## config.mk

```make
export PLATFORM = sky130hd
export DESIGN_NAME = plus_acc
export DESIGN_NICKNAME = d
export VERILOG_FILES = /design/src/rtl/plus_pkg.sv /design/src/rtl/hex_7seg.sv /design/src/rtl/key_edge.sv /design/src/rtl/plus_acc.sv
export SDC_FILE = /design/constraint.sdc
export NUM_CORES = 1
export LEC_CHECK = 0
export BUFFER_PORTS_ARGS = -buffer_cell sky130_fd_sc_hd__buf_4
export CAP_MARGIN = 5
export CORE_MARGIN = 2
export CORE_UTILIZATION = 53
export CTS_CLUSTER_SIZE = 40
export DETAILED_ROUTE_END_ITERATION = 10
export PLACE_DENSITY = 0.85
export SETUP_SLACK_MARGIN = 0.4
export SLEW_MARGIN = 0
export SYNTH_ARGS = -nofsm -noshare
export SYNTH_HDL_FRONTEND = slang
export SYNTH_SLANG_ARGS = --single-unit
export TNS_END_PERCENT = 30
```

## constraint.sdc

```tcl
create_clock -name CLOCK_50 -period 5 [get_ports CLOCK_50]
set_clock_uncertainty 0.05 [all_clocks]
set_input_delay 1 -clock CLOCK_50 [delete_from_list [all_inputs] [get_ports CLOCK_50]]
set_output_delay 1 -clock CLOCK_50 [all_outputs]
set_load 0.05 [all_outputs]
```

## src/rtl/plus_pkg.sv

```systemverilog
// Shared constants for the plus_acc calculator: operation encodings, pushbutton
// indices and small mode-decode helpers.
package plus_pkg;

    typedef enum logic [1:0] {
        MODE_ADD     = 2'b00,
        MODE_SUB     = 2'b01,
        MODE_ACC_ADD = 2'b10,
        MODE_ACC_SUB = 2'b11
    } mode_e;

    localparam int KEY_LOAD_A = 0;
    localparam int KEY_LOAD_B = 1;
    localparam int KEY_EXEC   = 2;
    localparam int KEY_CLEAR  = 3;

    function automatic logic mode_is_sub(input mode_e m);
        return (m == MODE_SUB) || (m == MODE_ACC_SUB);
    endfunction

    function automatic logic mode_uses_acc(input mode_e m);
        return (m == MODE_ACC_ADD) || (m == MODE_ACC_SUB);
    endfunction

endpackage

```

## src/rtl/hex_7seg.sv

```systemverilog
// Hexadecimal nibble to active-low 7-segment glyph, bit 0 = segment a.
module hex_7seg (
    input  logic [3:0] i_nibble,
    output logic [6:0] o_seg_n
);

    // Glyph lookup for 0-F.
    always_comb begin
        o_seg_n = 7'h7F;
        case (i_nibble)
            4'h0:    o_seg_n = 7'b1000000;
            4'h1:    o_seg_n = 7'b1111001;
            4'h2:    o_seg_n = 7'b0100100;
            4'h3:    o_seg_n = 7'b0110000;
            4'h4:    o_seg_n = 7'b0011001;
            4'h5:    o_seg_n = 7'b0010010;
            4'h6:    o_seg_n = 7'b0000010;
            4'h7:    o_seg_n = 7'b1111000;
            4'h8:    o_seg_n = 7'b0000000;
            4'h9:    o_seg_n = 7'b0010000;
            4'hA:    o_seg_n = 7'b0001000;
            4'hB:    o_seg_n = 7'b0000011;
            4'hC:    o_seg_n = 7'b1000110;
            4'hD:    o_seg_n = 7'b0100001;
            4'hE:    o_seg_n = 7'b0000110;
            4'hF:    o_seg_n = 7'b0001110;
            default: o_seg_n = 7'h7F;
        endcase
    end

endmodule

```

## src/rtl/key_edge.sv

```systemverilog
// Two-flop synchroniser and falling-edge detector for one active-low pushbutton;
// emits a single registered strobe per press.
module key_edge
    import plus_pkg::*;
(
    input  logic i_clk,
    input  logic i_reset,
    input  logic i_key_n,
    output logic o_strobe
);

    logic       r_sync1;
    logic       r_sync2;
    logic       r_prev;
    logic       r_armed;
    logic [1:0] r_fill;
    logic       r_strobe;

    // The reset values of the sync chain are not real samples, so a press may only
    // arm after the chain has filled and actually observed the key released.
    always_ff @(posedge i_clk) begin
        if (i_reset) begin
            r_sync1  <= 1'b1;
            r_sync2  <= 1'b1;
            r_prev   <= 1'b1;
            r_fill   <= 2'b00;
            r_armed  <= 1'b0;
            r_strobe <= 1'b0;
        end else begin
            r_sync1  <= i_key_n;
            r_sync2  <= r_sync1;
            r_prev   <= r_sync2;
            r_fill   <= {r_fill[0], 1'b1};
            r_armed  <= r_armed | (r_fill[1] & r_sync2);
            r_strobe <= r_armed & r_prev & ~r_sync2;
        end
    end

    assign o_strobe = r_strobe;

endmodule

```

## src/rtl/plus_acc.sv

```systemverilog
// Pushbutton-driven adder/subtractor with accumulator: operands loaded from
// switches, flags registered on execute, result shown on 7-segment digits.
module plus_acc
    import plus_pkg::*;
#(
    parameter int WIDTH  = 16,
    parameter int DIGITS = WIDTH / 4
) (
    input  logic                CLOCK_50,
    input  logic                reset,
    input  logic [WIDTH-1:0]    SW,
    input  logic [1:0]          mode,
    input  logic [3:0]          KEY,
    output logic [WIDTH-1:0]    result,
    output logic                carry,
    output logic                overflow,
    output logic                zero,
    output logic                err,
    output logic                done,
    output logic [7*DIGITS-1:0] HEX
);

    localparam int PAD_W = (4 * DIGITS > WIDTH) ? 4 * DIGITS : WIDTH;

    logic [3:0]       w_strobe;
    mode_e            w_mode;
    logic [WIDTH-1:0] w_x;
    logic [WIDTH-1:0] w_y;
    logic [WIDTH-1:0] w_y_eff;
    logic [WIDTH:0]   w_sum;
    logic             w_sub;
    logic             w_carry;
    logic             w_overflow;
    logic             w_ops_ok;
    logic [PAD_W-1:0] w_result_pad;

    logic [WIDTH-1:0] r_a;
    logic [WIDTH-1:0] r_b;
    logic             r_a_valid;
    logic             r_b_valid;
    logic [WIDTH-1:0] r_result;
    logic             r_carry;
    logic             r_overflow;
    logic             r_zero;
    logic             r_err;
    logic             r_done;

    for (genvar g = 0; g < 4; g++) begin : g_key
        key_edge u_key_edge (
            .i_clk    (CLOCK_50),
            .i_reset  (reset),
            .i_key_n  (KEY[g]),
            .o_strobe (w_strobe[g])
        );
    end

    assign w_mode = mode_e'(mode);

    // Operand select and a single WIDTH+1 adder; subtract is X + ~Y + 1.
    always_comb begin
        w_x = r_a;
        w_y = r_b;
        case (w_mode)
            MODE_ADD, MODE_SUB: begin
                w_x = r_a;
                w_y = r_b;
            end
            MODE_ACC_ADD, MODE_ACC_SUB: begin
                w_x = r_result;
                w_y = r_a;
            end
            default: begin
                w_x = r_a;
                w_y = r_b;
            end
        endcase
        w_sub = mode_is_sub(w_mode);
        if (w_sub) begin
            w_y_eff = ~w_y;
        end else begin
            w_y_eff = w_y;
        end
        w_sum = {1'b0, w_x} + {1'b0, w_y_eff} + {{WIDTH{1'b0}}, w_sub};
        if (w_sub) begin
            w_carry = ~w_sum[WIDTH];
        end else begin
            w_carry = w_sum[WIDTH];
        end
        w_overflow = (w_x[WIDTH-1] == w_y_eff[WIDTH-1]) && (w_sum[WIDTH-1] != w_x[WIDTH-1]);
        w_ops_ok   = r_a_valid && (mode_uses_acc(w_mode) || r_b_valid);
    end

    // Operand registers and result/flag state; clear beats execute, and loads
    // land alongside an execute that still sees the old operands.
    always_ff @(posedge CLOCK_50) begin
        if (reset) begin
            r_a        <= {WIDTH{1'b0}};
            r_b        <= {WIDTH{1'b0}};
            r_a_valid  <= 1'b0;
            r_b_valid  <= 1'b0;
            r_result   <= {WIDTH{1'b0}};
            r_carry    <= 1'b0;
            r_overflow <= 1'b0;
            r_zero     <= 1'b1;
            r_err      <= 1'b0;
            r_done     <= 1'b0;
        end else begin
            r_done <= 1'b0;
            if (w_strobe[KEY_CLEAR]) begin
                r_result   <= {WIDTH{1'b0}};
                r_carry    <= 1'b0;
                r_overflow <= 1'b0;
                r_zero     <= 1'b1;
                r_err      <= 1'b0;
            end else if (w_strobe[KEY_EXEC]) begin
                if (w_ops_ok) begin
                    r_result   <= w_sum[WIDTH-1:0];
                    r_carry    <= w_carry;
                    r_overflow <= w_overflow;
                    r_zero     <= (w_sum[WIDTH-1:0] == {WIDTH{1'b0}});
                    r_err      <= 1'b0;
                    r_done     <= 1'b1;
                end else begin
                    r_err <= 1'b1;
                end
            end
            if (w_strobe[KEY_LOAD_A]) begin
                r_a       <= SW;
                r_a_valid <= 1'b1;
            end
            if (w_strobe[KEY_LOAD_B]) begin
                r_b       <= SW;
                r_b_valid <= 1'b1;
            end
        end
    end

    assign w_result_pad = PAD_W'(r_result);

    for (genvar d = 0; d < DIGITS; d++) begin : g_digit
        hex_7seg u_hex_7seg (
            .i_nibble (w_result_pad[4*d +: 4]),
            .o_seg_n  (HEX[7*d +: 7])
        );
    end

    assign result   = r_result;
    assign carry    = r_carry;
    assign overflow = r_overflow;
    assign zero     = r_zero;
    assign err      = r_err;
    assign done     = r_done;

endmodule

```

; Word-level counts from Yosys, hierarchy flattened
; Memories as Yosys holds them, arrays and structs flattened. A register that Yosys moved wholly into a read port is not among the register bits.
; Cells that the tools add are included.
; W data, S select, Z words.
[word_totals]
latch_bits = 0
ramBits = 0
mem_bits_ro = 448
register_bits = 83
word_cells = 102
inputBits = 24
memories = 4
[mem_list]
columns = name, depth, width, read_ports, rd_ports_with_merged_regs, wr, line_no
row1 = (no name shown), 16, 7, 1, 1, 0, hex_7seg.sv:10  ; case (i_nibble)
row2 = (no name shown), 16, 7, 1, 1, 0, hex_7seg.sv:10
row3 = (no name shown), 16, 7, 1, 1, 0, hex_7seg.sv:10
row4 = (no name shown), 16, 7, 1, 1, 0, hex_7seg.sv:10
[classes]
bitwise = 23
multipliers = 0
n_addsub = 2
n_mux = 18
order_cmp = 0
shifts = 0
n_eq_ne = 5
n_reduce_logical = 12
n_div = 0
[op_table]
columns = cell, n
row1 = $pmux W16 S2, 2
row2 = $mux W4, 8
row3 = $add A16 B16 Y17, 1
row4 = $add A17 B1 Y17, 1
row5 = $logic_not A16 Y1, 1
row6 = $mux W16, 1
row7 = $not A16 Y16, 1
row8 = $and A1 B1 Y1, 12
row9 = $mux W1, 7
row10 = $not A1 Y1, 6
row11 = $reduce_or A2 Y1, 3
row12 = $eq A2 B2 Y1 const B, 2
row13 = $or A1 B1 Y1, 4
row14 = $logic_or A1 B1 Y1, 3
row15 = $reduce_or A3 Y1, 1
row16 = $eq A2 B1 Y1 const B, 1
row17 = $logic_and A1 B1 Y1, 2
row18 = $logic_not A2 Y1, 1
row19 = $reduce_and A2 Y1, 1
row20 = $eq A1 B1 Y1, 1
row21 = $ne A1 B1 Y1, 1

; Logic depth before layout (Yosys ltp)
; Gate-level depths: netlist of run 1.
[depth]
word_depth = 9
ltp_mapped = 18
ltp_nobuf = 16

; By module
; From an unflattened synthesis of run 1, not the netlist that was laid out.
[unflattened]
hier_cells = 570
hier_area_um2 = 5183.7
[by_module_without_submodules]
columns = module, area_per_inst_um2, cells_per_inst, n_inst, seq_area_each_um2
row1 = plus_acc, 3311.9, 378, 1, 1101.1
row2 = hex_7seg, 275.3, 32, 4, 0.0
row3 = key_edge, 192.7, 16, 4, 140.1

; Least setup slack after synthesis of run 1
; Ideal clock, no wire load.
[synth_timing]
kind = in2reg
start = in mode[1]
end = reg, netlist name g_digit[3].u_hex_7seg.o_seg_n[0]
stages = 16
setup_slack_ns = -0.064
t_arrival_ns = 4.891
cell_sequence = buf_6 > clkbuf_1 > clkbuf_1 > mux2_2 > ha_1 > clkbuf_1 > a21o_1 > a21oi_1 > o21bai_1 > or3_1 > o21a_1 > o211ai_1 > inv_1 > ha_1 > o2111a_1 > a311o_2
[synth_between]
elab_chain_len = 9
word_cells_on_any_way = 19
classes_between = add/sub: 2 / eq/ne: 3 / mux: 5 / bitwise: 1 / reduce/logical: 8
[synth_lines]
columns = item, line_no
row1 = "start, declared", plus_acc.sv:12  ; input logic [1:0] mode,
row2 = "$eq A2 B2 Y1, or another cell as far along", "plus_pkg.sv:22, plus_acc.sv:63"
row3 = $reduce_or A2 Y1, plus_acc.sv:63  ; case (w_mode)
row4 = $pmux W16 S2, plus_acc.sv:63
row5 = $not A16 Y16, plus_acc.sv:79  ; w_y_eff = ~w_y;
row6 = $mux W16, plus_acc.sv:78  ; if (w_sub) begin
row7 = $add A16 B16 Y17, plus_acc.sv:83  ; w_sum = {1'b0, w_x} + {1'b0, w_y_eff} + {{WIDTH{1'b0}}, w_sub};
row8 = $add A17 B1 Y17, plus_acc.sv:83
row9 = $mux W4 (no source line) * (2 in series), n/a
; Every way passes the cells marked *; elsewhere a longest branch is shown, timed or not.
; A chain may end at the register's enable or synchronous reset.

; Worst setup path in the final report of run 1
[layout_timing]
start = in mode[1]
end = reg, netlist name g_digit[3].u_hex_7seg.o_seg_n[2]
[layout_between]
elab_chain_len = 9
word_cells_on_any_way = 19
classes_between = add/sub: 2 / eq/ne: 3 / mux: 5 / bitwise: 1 / reduce/logical: 8
[layout_lines]
columns = item, line_no
row1 = "$eq A2 B2 Y1, or another cell as far along", "plus_pkg.sv:22, plus_acc.sv:63"
row2 = $reduce_or A2 Y1, plus_acc.sv:63
row3 = $pmux W16 S2, plus_acc.sv:63
row4 = $not A16 Y16, plus_acc.sv:79
row5 = $mux W16, plus_acc.sv:78
row6 = $add A16 B16 Y17, plus_acc.sv:83
row7 = $add A17 B1 Y17, plus_acc.sv:83
row8 = $mux W4 (no source line) * (2 in series), n/a
; Marks and branches as above.

==> metrics, run 1 <==
Area Overhead vs Synth=14.1%; synth unique cells=73; Detailed Place HPWL=10200 um; DP Area=0.00653 mm^2; fin crit share=87.6%; Final Slew Violations=0; crit path DAT=4650 ps; vias per cell=5.73; Leakage=2.82 nW; clk sinks=105; Max clock buf depth=2; r2r worst-path depth=12; grt total ovfl=0; largest net degree at the start of global routing=55; Worst-Margin Slew=1000 ps; Crit. End Element=register; Top FF cell, synth=dfxtp_1; Port Buffers=72; final count of hold timing violations=0; H-Tree Depth=3; chip height=109 um; cell count after synthesis=650; initial antenna violation count=0; final WL=13500 um; DIE AREA=0.0120 mm^2; Req. time, crit path=5280 ps; Pre-antenna DRT Iters=5; Final Wtd Congestion=0.931; Net Count, Synth=714; Async S/R FF share, synth=0%; post-CTS setup buffer count=0; register bit count reported by yosys=105; GRT Util Overall=23.1%; Hold Path Cell Cnt=1; Setup Crit Path Kind=input port to register; setup TNS=0 ps; VDD IR max=144 uV; Antenna diodes=0; Routed Antenna Nets=0; mean post-synth cell area=9.06 um^2; Wirelength per Cell=15.7 um; layout net count=780; Post-synth EDFFs=0; DR iter-0 viols=332; final core occ=62.0%; layout cell share with drive strength beyond 1=21.1%; Starting Density=54.3%; clock-pin transition on the worst setup and hold timing paths=110 ps; crit path max fanout=29; Root Driver=clkbuf_8; Max-Cap Viols=0; Setup violations, final=0; vias in the first global route=4583; CP peak stage delay=410 ps; critical-path cell list=buf_4 > mux2_2 > ha_1 > a21oi_1 > inv_1 > a31oi_2 > a21oi_4 > o21a_1 > o211ai_1 > inv_1 > ha_1 > or3_1 > o21ai_0; Netlist Area Pre-Place=0.00589 mm^2; Slew HR=33.2%; Power Density=221 mW/mm^2; Seq/Total Area, Yosys=35.7%; design area=0.00672 mm^2; CTS tree=built; core area=0.0108 mm^2; Row Count=38; Post-CTS Hold Buffers=0; crit path time final=4380 ps; IO Count=73; Peak Freq=228 MHz; drt drc=0; global-route wire length before repair=21900 um; Crit-path slowest cell=o211ai_1; crit start category=input port; Layout Cells excl Fill=861; die width=109 um; Syn. warnings=0; DP Cell Count=845; RSZ-0062 raised after global routing=true; Hold Path Class=register to register; via count=4931; number of CTS-inserted buffers=9; status=completed; Worst-Skew Late Latency=390 ps
power breakdown:
part           internal [mW]  leakage (nW)  switching (mW)
combinational         0.0532          1.88          0.0720
clock                  0.193        0.0922           0.315
sequential             0.845         0.850         0.00544
layout by cell type, fill, tap and decap left out, drive strengths merged, types with 3 or more instances in the layout:
| cell | count |
|---|---|
| o21bai | 3 |
| nand2b | 4 |
| nand4b | 3 |
| mux2 | 15 |
| and3 | 4 |
| a31oi | 3 |
| a21boi | 3 |
| nand2 | 45 |
| dfxtp | 105 |
| o31ai | 4 |
| a21oi | 35 |
| o21ai | 22 |
| o211a | 3 |
| ha | 39 |
| o311ai | 3 |
| o2bb2ai | 5 |
| clkbuf | 10 |
| nor2 | 75 |
| buf | 86 |
| inv | 34 |
| xnor2 | 23 |
| xor2 | 3 |
| and2 | 3 |
| or2 | 15 |
| mux2i | 56 |
| o211ai | 9 |
| nand3 | 19 |
| nor2b | 4 |
| a21o | 6 |
| nor3b | 4 |
| nor3 | 9 |
| or3 | 9 |
| o22ai | 7 |
| o21a | 9 |
| a211oi | 10 |
metal layers:
| metal | wire length (um) | global-route usage (%) |
|---|---|---|
| met5 | 0 | 0 |
| met4 | 295 | 7.41 |
| met3 | 767 | 4.74 |
| met2 | 6130 | 36.6 |
| met1 | 6340 | 31.5 |
critical path, delay by kind of cell:
kind / cells / cell delay (ps)
compound gates: 6 / 1590
fa+ha+maj: 2 / 680
buf+inv: 3 / 580
simple gates: 1 / 400
mux: 1 / 390
path summary, 6_finish.rpt:
kind	start	end	slack, ps
worst max-delay path	mode[1]	g_digit[3].u_hex_7seg.o_seg_n[2]	620
worst min-delay path	g_key[2].u_key_edge.r_sync1	g_key[2].u_key_edge.r_sync2	370
worst max register to register	result[4]	g_digit[3].u_hex_7seg.o_seg_n[2]	1360
worst min register to register	g_key[2].u_key_edge.r_sync1	g_key[2].u_key_edge.r_sync2	370
cell usage after synthesis (all sizes together), types with 6 or more instances:
| cell type | number | share of area (%) |
|---|---|---|
| inv | 31 | 2.0 |
| or3 | 9 | 0.96 |
| a21oi | 35 | 3.2 |
| o211ai | 9 | 1.1 |
| mux2 | 15 | 2.9 |
| o21a | 9 | 1.1 |
| nand3 | 19 | 1.6 |
| mux2i | 56 | 9.5 |
| a21o | 6 | 0.79 |
| ha | 39 | 8.3 |
| o22ai | 7 | 0.74 |
| dfxtp | 105 | 36 |
| clkbuf | 23 | 2.0 |
| o21ai | 22 | 1.9 |
| nor2 | 75 | 4.8 |
| nand2 | 45 | 2.9 |
| buf | 8 | 1.2 |
| or2 | 15 | 1.6 |
| a211oi | 10 | 1.6 |
| nor3 | 9 | 0.76 |
| xnor2 | 23 | 3.4 |
kinds of logic after synthesis:
group                      synth area share [%]
adders and majority gates                  8.62
and+or+nand+nor                            16.5
AOI/OAI and AO/OA                          17.8
xor gates and xnor gates                   3.87
muxes                                      12.4
buffers and inverters                      5.18
DFF                                        35.7
final cells by class:
class,instances,area [um^2]
Clock buffer,10,128
Clock inverter,6,61.3
Fill cell,947,4120
Inverter,31,116
Multi-Input combinational cell,483,3490
Sequential cell,105,2100
Tap cell,140,175
Timing Repair Buffer,86,646
sequential cells by signal (all words and copies together), names as in the netlist, 2 cells and up:
register / flops
g_digit.u_hex_7seg.o_seg_n: 28
g_key.u_key_edge.o_strobe: 4
g_key.u_key_edge.r_armed: 4
g_key.u_key_edge.r_fill: 2
g_key.u_key_edge.r_prev: 4
g_key.u_key_edge.r_sync1: 4
g_key.u_key_edge.r_sync2: 4
r_a: 16
r_b: 16
result: 16
repair_timing:
item / 4_1_cts / 5_1_grt
hold endpoints to repair: 0 / 0
setup endpoints to repair: 0 / 3
resized for setup: 0 / 1
through the flow:
step           setup slack (ps)  hold WS, ps  power, mW
6_report                    622          370       1.48
5_1_grt                     398          384       1.55
4_1_cts                     585          371       1.49
3_5_place_dp                169          346      0.993
3_3_place_gp                362          342      0.990
2_1_floorplan               434          339      0.959
(Power assumes the default switching activity.)
==> run 2, diff against run 1 <==
--- a/config.mk
+++ b/config.mk
@@ -7,11 +7,13 @@
 export LEC_CHECK = 0
 export BUFFER_PORTS_ARGS = -buffer_cell sky130_fd_sc_hd__buf_4
 export CAP_MARGIN = 5
+export CELL_PAD_IN_SITES_DETAIL_PLACEMENT = 1
+export CELL_PAD_IN_SITES_GLOBAL_PLACEMENT = 1
 export CORE_MARGIN = 2
-export CORE_UTILIZATION = 53
+export CORE_UTILIZATION = 40
 export CTS_CLUSTER_SIZE = 40
 export DETAILED_ROUTE_END_ITERATION = 10
-export PLACE_DENSITY = 0.85
+export PLACE_DENSITY = 0.84
 export SETUP_SLACK_MARGIN = 0.4
 export SLEW_MARGIN = 0
 export SYNTH_ARGS = -nofsm -noshare
==> run 2 against run 1 <==
  * Worst hold slack got worse by 6.1 ps
  * Highest routed layer unchanged
  * Routed wire length rose by 16%
  * Combinational power about the same
  * Largest cell class unchanged
  * First-iteration DRC count down 33%
==> metrics, run 2 (same netlist as run 1, synthesis figures left out) <==
Starting Density=40.7% (-14 points); Worst-Margin Slew=1030 ps (+28.8 ps); Routed Antenna Nets=0 (unchanged); critical-path cell list=buf_8 > mux2i_1 > xnor2_1 > ha_1 > and3_1 > nand4_1 > or3_1 > a21oi_4 > o21a_1 > o211ai_1 > buf_4 > ha_1 > or3_1 > nand3_1; global-route wire length before repair=26300 um (+20%); vias in the first global route=5151 (+12%); DIE AREA=0.0157 mm^2 (+31%); final WL=15600 um (+16%); layout net count=782 (+0.26%); Worst-Skew Late Latency=360 ps (-30 ps); commonest cells after routing, fill and taps aside=dfxtp_1, buf_4, nor2_1; setup TNS=0 ps (unchanged); crit path max fanout=36 (+24%); DR iter-0 viols=222 (-33%); Leakage=2.90 nW (+2.6%); IO Count=73 (unchanged); clock-pin transition on the worst setup and hold timing paths=70 ps (-40 ps); drt drc=0 (unchanged); status=completed; fin crit share=86.4% (-1.2 points); CP peak stage delay=460 ps (+50 ps); Pre-antenna DRT Iters=4 (-1); Area Overhead vs Synth=17.6%; H-Tree Depth=3 (unchanged); Setup violations, final=0 (unchanged); Final Wtd Congestion=0.899 (-3.4%); Largest register FFs=28 (unchanged); Slew HR=31.3% (-1.9 points); Antenna diodes=0 (unchanged); Peak Freq=232 MHz (+1.4%); Detailed Place HPWL=11900 um (+17%); layout cell share with drive strength beyond 1=21.6% (+0.49 points); final count of hold timing violations=0 (unchanged); core area=0.0145 mm^2 (+34%); Port Buffers=72 (unchanged); vias per cell=5.46 (-4.7%); grt total ovfl=0 (unchanged); Root Driver=clkbuf_16; crit path time final=4320 ps (-59.1 ps); chip height=125 um (+15%); GRT Util Overall=20.3% (-2.8 points); Setup Crit Path Kind=input port to register; commonest non-fill, non-tap cell in the layout=dfxtp_1; Max-Cap Viols=0 (unchanged); Final Slew Violations=0 (unchanged); Design Power=1.71 mW (+15%); initial antenna violation count=0 (unchanged); crit start category=input port; Max clock buf depth=2 (unchanged); Crit-path slowest cell=or3_1; clk sinks=105 (unchanged); Wirelength per Cell=17.2 um (+9.7%); VDD IR max=269 uV (+87%); Filler cells=1691 (+79%); via count=4950 (+0.39%); largest net degree at the start of global routing=55 (unchanged); Power Density=247 mW/mm^2 (+12%); RSZ-0062 raised after global routing=false; crit path DAT=4560 ps (-90 ps); Hold Path Class=register to register; die width=125 um (+15%); Req. time, crit path=5240 ps (-40 ps); Crit. End Element=register; CTS tree=built; Row Count=44 (+16%); number of CTS-inserted buffers=9 (unchanged)
## run 2: final cells by class
cell class	count	area, um^2	share of cell area [%]
multi-input combinational	483	3500	50.5
sequential	105	2100	30.3
timing repair buffer	88	668	9.64
tap	184	230	3.32
clock buffer	9	225	3.25
inverter	31	116	1.68
clock inverter	7	90.1	1.30
## run 2: repair_timing
action                                  CTS  global route
resized for setup                         1             3
setup buffers                             0             2
pin swaps                                 0             1
hold buffers                              0             0
gates cloned                              0             0
endpoints found under the setup margin    1            10
## run 2: path summary, 6_finish.rpt
check,startpoint,end,slack (ps),depth (start not counted)
min reg2reg,g_key[0].u_key_edge.r_sync1,g_key[0].u_key_edge.r_sync2,360,1
max reg2reg,result[0],g_digit[2].u_hex_7seg.o_seg_n[1],1300,14
min,g_key[0].u_key_edge.r_sync1,g_key[0].u_key_edge.r_sync2,360,1
max,mode[1],g_digit[3].u_hex_7seg.o_seg_n[1],680,14
## run 2: report_power, final
group / internal (mW) / switching [mW]
Sequential: 0.845 / 0.00583
Clock: 0.399 / 0.336
Combinational: 0.0531 / 0.0745
## run 2: through the flow
stage                     instances  hold slack (ps)  setup WS, ps  util (%)  cell area, um^2
after floorplan                 650              339           434         -             5920
after global placement          889              346           268      45.5             6590
after detailed placement        889              348          80.4      45.5             6590
after CTS                       905              365           514      47.7             6910
after global routing            907              374           403      47.9             6930
final                           907              363           681      47.9             6930
## run 2: per-layer routing
layer  vias up  wire [um]  track usage, %
met5         -          0               0
met4         0        308            6.47
met3        25        641            3.85
met2       109       7500            34.3
met1      2388       7190            26.3
li1       2428          -               -
## run 2: worst max-delay path: cells and delay by family
family | cells | cell delay, ps
adder cells (fa/ha/maj) | 2 | 690
buffers and inverters | 2 | 460
multiplexers | 1 | 290
AO/OA/AOI/OAI | 3 | 750
AND/OR/NAND/NOR | 5 | 1250
XOR/XNOR | 1 | 100
==> run 3, diff against run 2 <==
--- a/config.mk
+++ b/config.mk
@@ -10,13 +10,14 @@
 export CELL_PAD_IN_SITES_DETAIL_PLACEMENT = 1
 export CELL_PAD_IN_SITES_GLOBAL_PLACEMENT = 1
 export CORE_MARGIN = 2
-export CORE_UTILIZATION = 40
+export CORE_UTILIZATION = 39
 export CTS_CLUSTER_SIZE = 40
 export DETAILED_ROUTE_END_ITERATION = 10
-export PLACE_DENSITY = 0.84
+export PLACE_DENSITY = 0.83
 export SETUP_SLACK_MARGIN = 0.4
 export SLEW_MARGIN = 0
 export SYNTH_ARGS = -nofsm -noshare
 export SYNTH_HDL_FRONTEND = slang
+export SYNTH_HIERARCHICAL = 1
 export SYNTH_SLANG_ARGS = --single-unit
 export TNS_END_PERCENT = 30
==> run 3 against run 2 <==
  * Power shrank 16%
  * Clock power shrank 12%
  * Cell count shrank 11%
  * Routed wire length shrank 17%
  * Critical path depth shrank 2
  * Critical path type unchanged
  * Critical endpoint is now zero
==> metrics, run 3 <==
Pre-antenna DRT Iters=4 (unchanged); layout cell share with drive strength beyond 1=21.6% (about the same); share of the synthesized area in the top cell type=32.1% (-3.6 points); mean post-synth cell area=9.09 um^2 (+0.35%); setup TNS=0 ps (unchanged); core area=0.0131 mm^2 (-9.6%); initial antenna violation count=0 (unchanged); RSZ-0062 raised after global routing=false; CTS tree=built; die width=119 um (-4.8%); Max clock buf depth=2 (unchanged); Post-synth EDFFs=0 (unchanged); Req. time, crit path=5240 ps (about the same); PnR worst setup slack=953 ps (+272 ps); largest net degree at the start of global routing=61 (+11%); Max-Cap Viols=0 (unchanged); vias per cell=5.18 (-5.1%); Detailed Place HPWL=9600 um (-19%); vias in the first global route=4374 (-15%); Setup violations, final=0 (unchanged); commonest non-fill, non-tap cell in the layout=nor2_1; post-CTS setup buffer count=0 (unchanged); synth unique cells=61 (-16%); Leakage=2.52 nW (-13%); Worst-Margin Slew=1060 ps (+29.6 ps); clock-pin transition on the worst setup and hold timing paths=70 ps (about the same); Final Slew Violations=0 (unchanged); global-route wire length before repair=21600 um (-18%); Crit. End Element=register; Post-synth top cells=nor2_1, dfxtp_1, mux2i_1; IO Count=73 (unchanged); Area contributors post-synth=dfxtp_1, mux2i_1, ha_1; H-Tree Depth=3 (unchanged); clk sinks=83 (-21%); commonest cells after routing, fill and taps aside=nor2_1, dfxtp_1, buf_4; Row Count=42 (-4.5%); Seq/Total Area, Yosys=32.1% (-3.6 points); Final Wtd Congestion=0.868 (-3.5%); Seq. cell area=0.00166 mm^2 (-21%); Wirelength per Cell=16.0 um (-7.1%); Worst-Skew Late Latency=340 ps (-20 ps); Setup Crit Path Kind=input port to register; final core occ=46.6% (-1.2 points); Power Density=236 mW/mm^2 (-4.7%); GRT Util Overall=18.7% (-1.6 points); Design Power=1.44 mW (-16%); Filler cells=1494 (-12%); Netlist Area Pre-Place=0.00518 mm^2 (-12%); status=completed; Starting Density=39.6% (-1.1 points); final count of hold timing violations=0 (unchanged); Syn. warnings=6 (+6); leading area contributor after synthesis=dfxtp_1; crit path time final=4050 ps (-272 ps); Root Driver=clkbuf_16; multi-input logic area=0.00328 mm^2 (-6.2%); final WL=12900 um (-17%); grt total ovfl=0 (unchanged); DP Worst Slack=681 ps (+601 ps); crit path max fanout=36 (unchanged); most frequent cell after synthesis=nor2_1; crit path DAT=4280 ps (-280 ps); Peak Freq=247 MHz (+6.7%); crit start category=input port; Post-CTS Hold Buffers=0 (unchanged); CTS resizes=0 (-1); Routed Antenna Nets=0 (unchanged); WHS=354 ps (-9.88 ps); chip height=119 um (-4.8%); DR iter-0 viols=94 (-58%); Area Overhead vs Synth=17.7% (about the same); drt drc=0 (unchanged); DIE AREA=0.0142 mm^2 (-9.4%); layout net count=693 (-11%); number of CTS-inserted buffers=9 (unchanged); Slew HR=29.3% (-2.0 points); register bit count reported by yosys=83 (-21%); Port Buffers=72 (unchanged); VDD IR max=199 uV (-26%); fin crit share=80.9% (-5.4 points); cell count after synthesis=570 (-12%); Net Count, Synth=638 (-11%); Antenna diodes=0 (unchanged); Hold Path Class=register to register; Async S/R FF share, synth=0% (unchanged); Top FF cell, synth=dfxtp_1; via count=4176 (-16%)
==> run 3: cell types whose count changed in the layout (fill, tap and decap cells not counted), moves of 7 or more <==
cell	change
a22o_1	+7
and2b_2	+8
buf_4	-14
dfxtp_1	-22
mux2i_1	+8
nand2_1	-9
nand3_1	-13
nor2_1	+11
or2_1	+8
or2_2	-11
or3_1	-7
==> run 3: through the flow <==
step / std cells / cell area [um^2]
finish: 806 / 6100
global route: 806 / 6100
CTS: 806 / 6100
detailed placement: 790 / 5810
global placement: 790 / 5810
floorplan: 570 / 5180
==> run 3: cell families after synthesis <==
| group | share of synthesized area, % |
|---|---|
| compound gates | 13.1 |
| xor+xnor | 4.22 |
| fa+ha+maj | 10.8 |
| buf+inv | 4.63 |
| flops | 32.1 |
| mux | 18.5 |
| simple gates | 16.7 |
==> run 3: worst max-delay path: stages <==
cell	delay, ps
buf_4	420
mux2i_1	310
xnor2_1	180
ha_1	330
and2_4	210
a221oi_4	390
a21oi_2	120
o41ai_2	350
o21ai_0	220
xor2_1	210
a2111oi_2	340
a31o_1	180
==> run 3: area by class of cell <==
class                   count  share of cell area, %
clock buffers              10                   3.92
clock inverters             6                  0.903
inverters                  25                   1.54
multi-input cells         433                   53.8
flip-flops and latches     83                   27.2
well taps                 176                   3.61
repair buffers             73                   8.98
==> run 3: per-layer routing <==
metal	share of wire, %	vias to the layer above	global-route usage, %
met5	0	-	0
met2	51	57	33.5
met4	0.97	0	4.85
met1	45	2025	23.4
met3	3.3	9	2.97
li1	-	2085	-
==> run 3: final timing paths <==
check | end | cells after the start | start | slack (ps)
worst max-delay path | zero | 12 | mode[1] | 950
worst min-delay path | g_key[0].u_key_edge/r_sync2 | 1 | g_key[0].u_key_edge/r_sync1 | 350
worst max register to register | zero | 12 | result[0] | 1550
worst min register to register | g_key[0].u_key_edge/r_sync2 | 1 | g_key[0].u_key_edge/r_sync1 | 350
==> run 3: power breakdown <==
group	internal [mW]	total [mW]	switching, mW	leakage, nW
registers	0.673	0.679	0.00639	0.675
clock network	0.360	0.646	0.286	0.140
logic	0.0487	0.112	0.0628	1.71
total	1.08	1.44	0.355	2.52
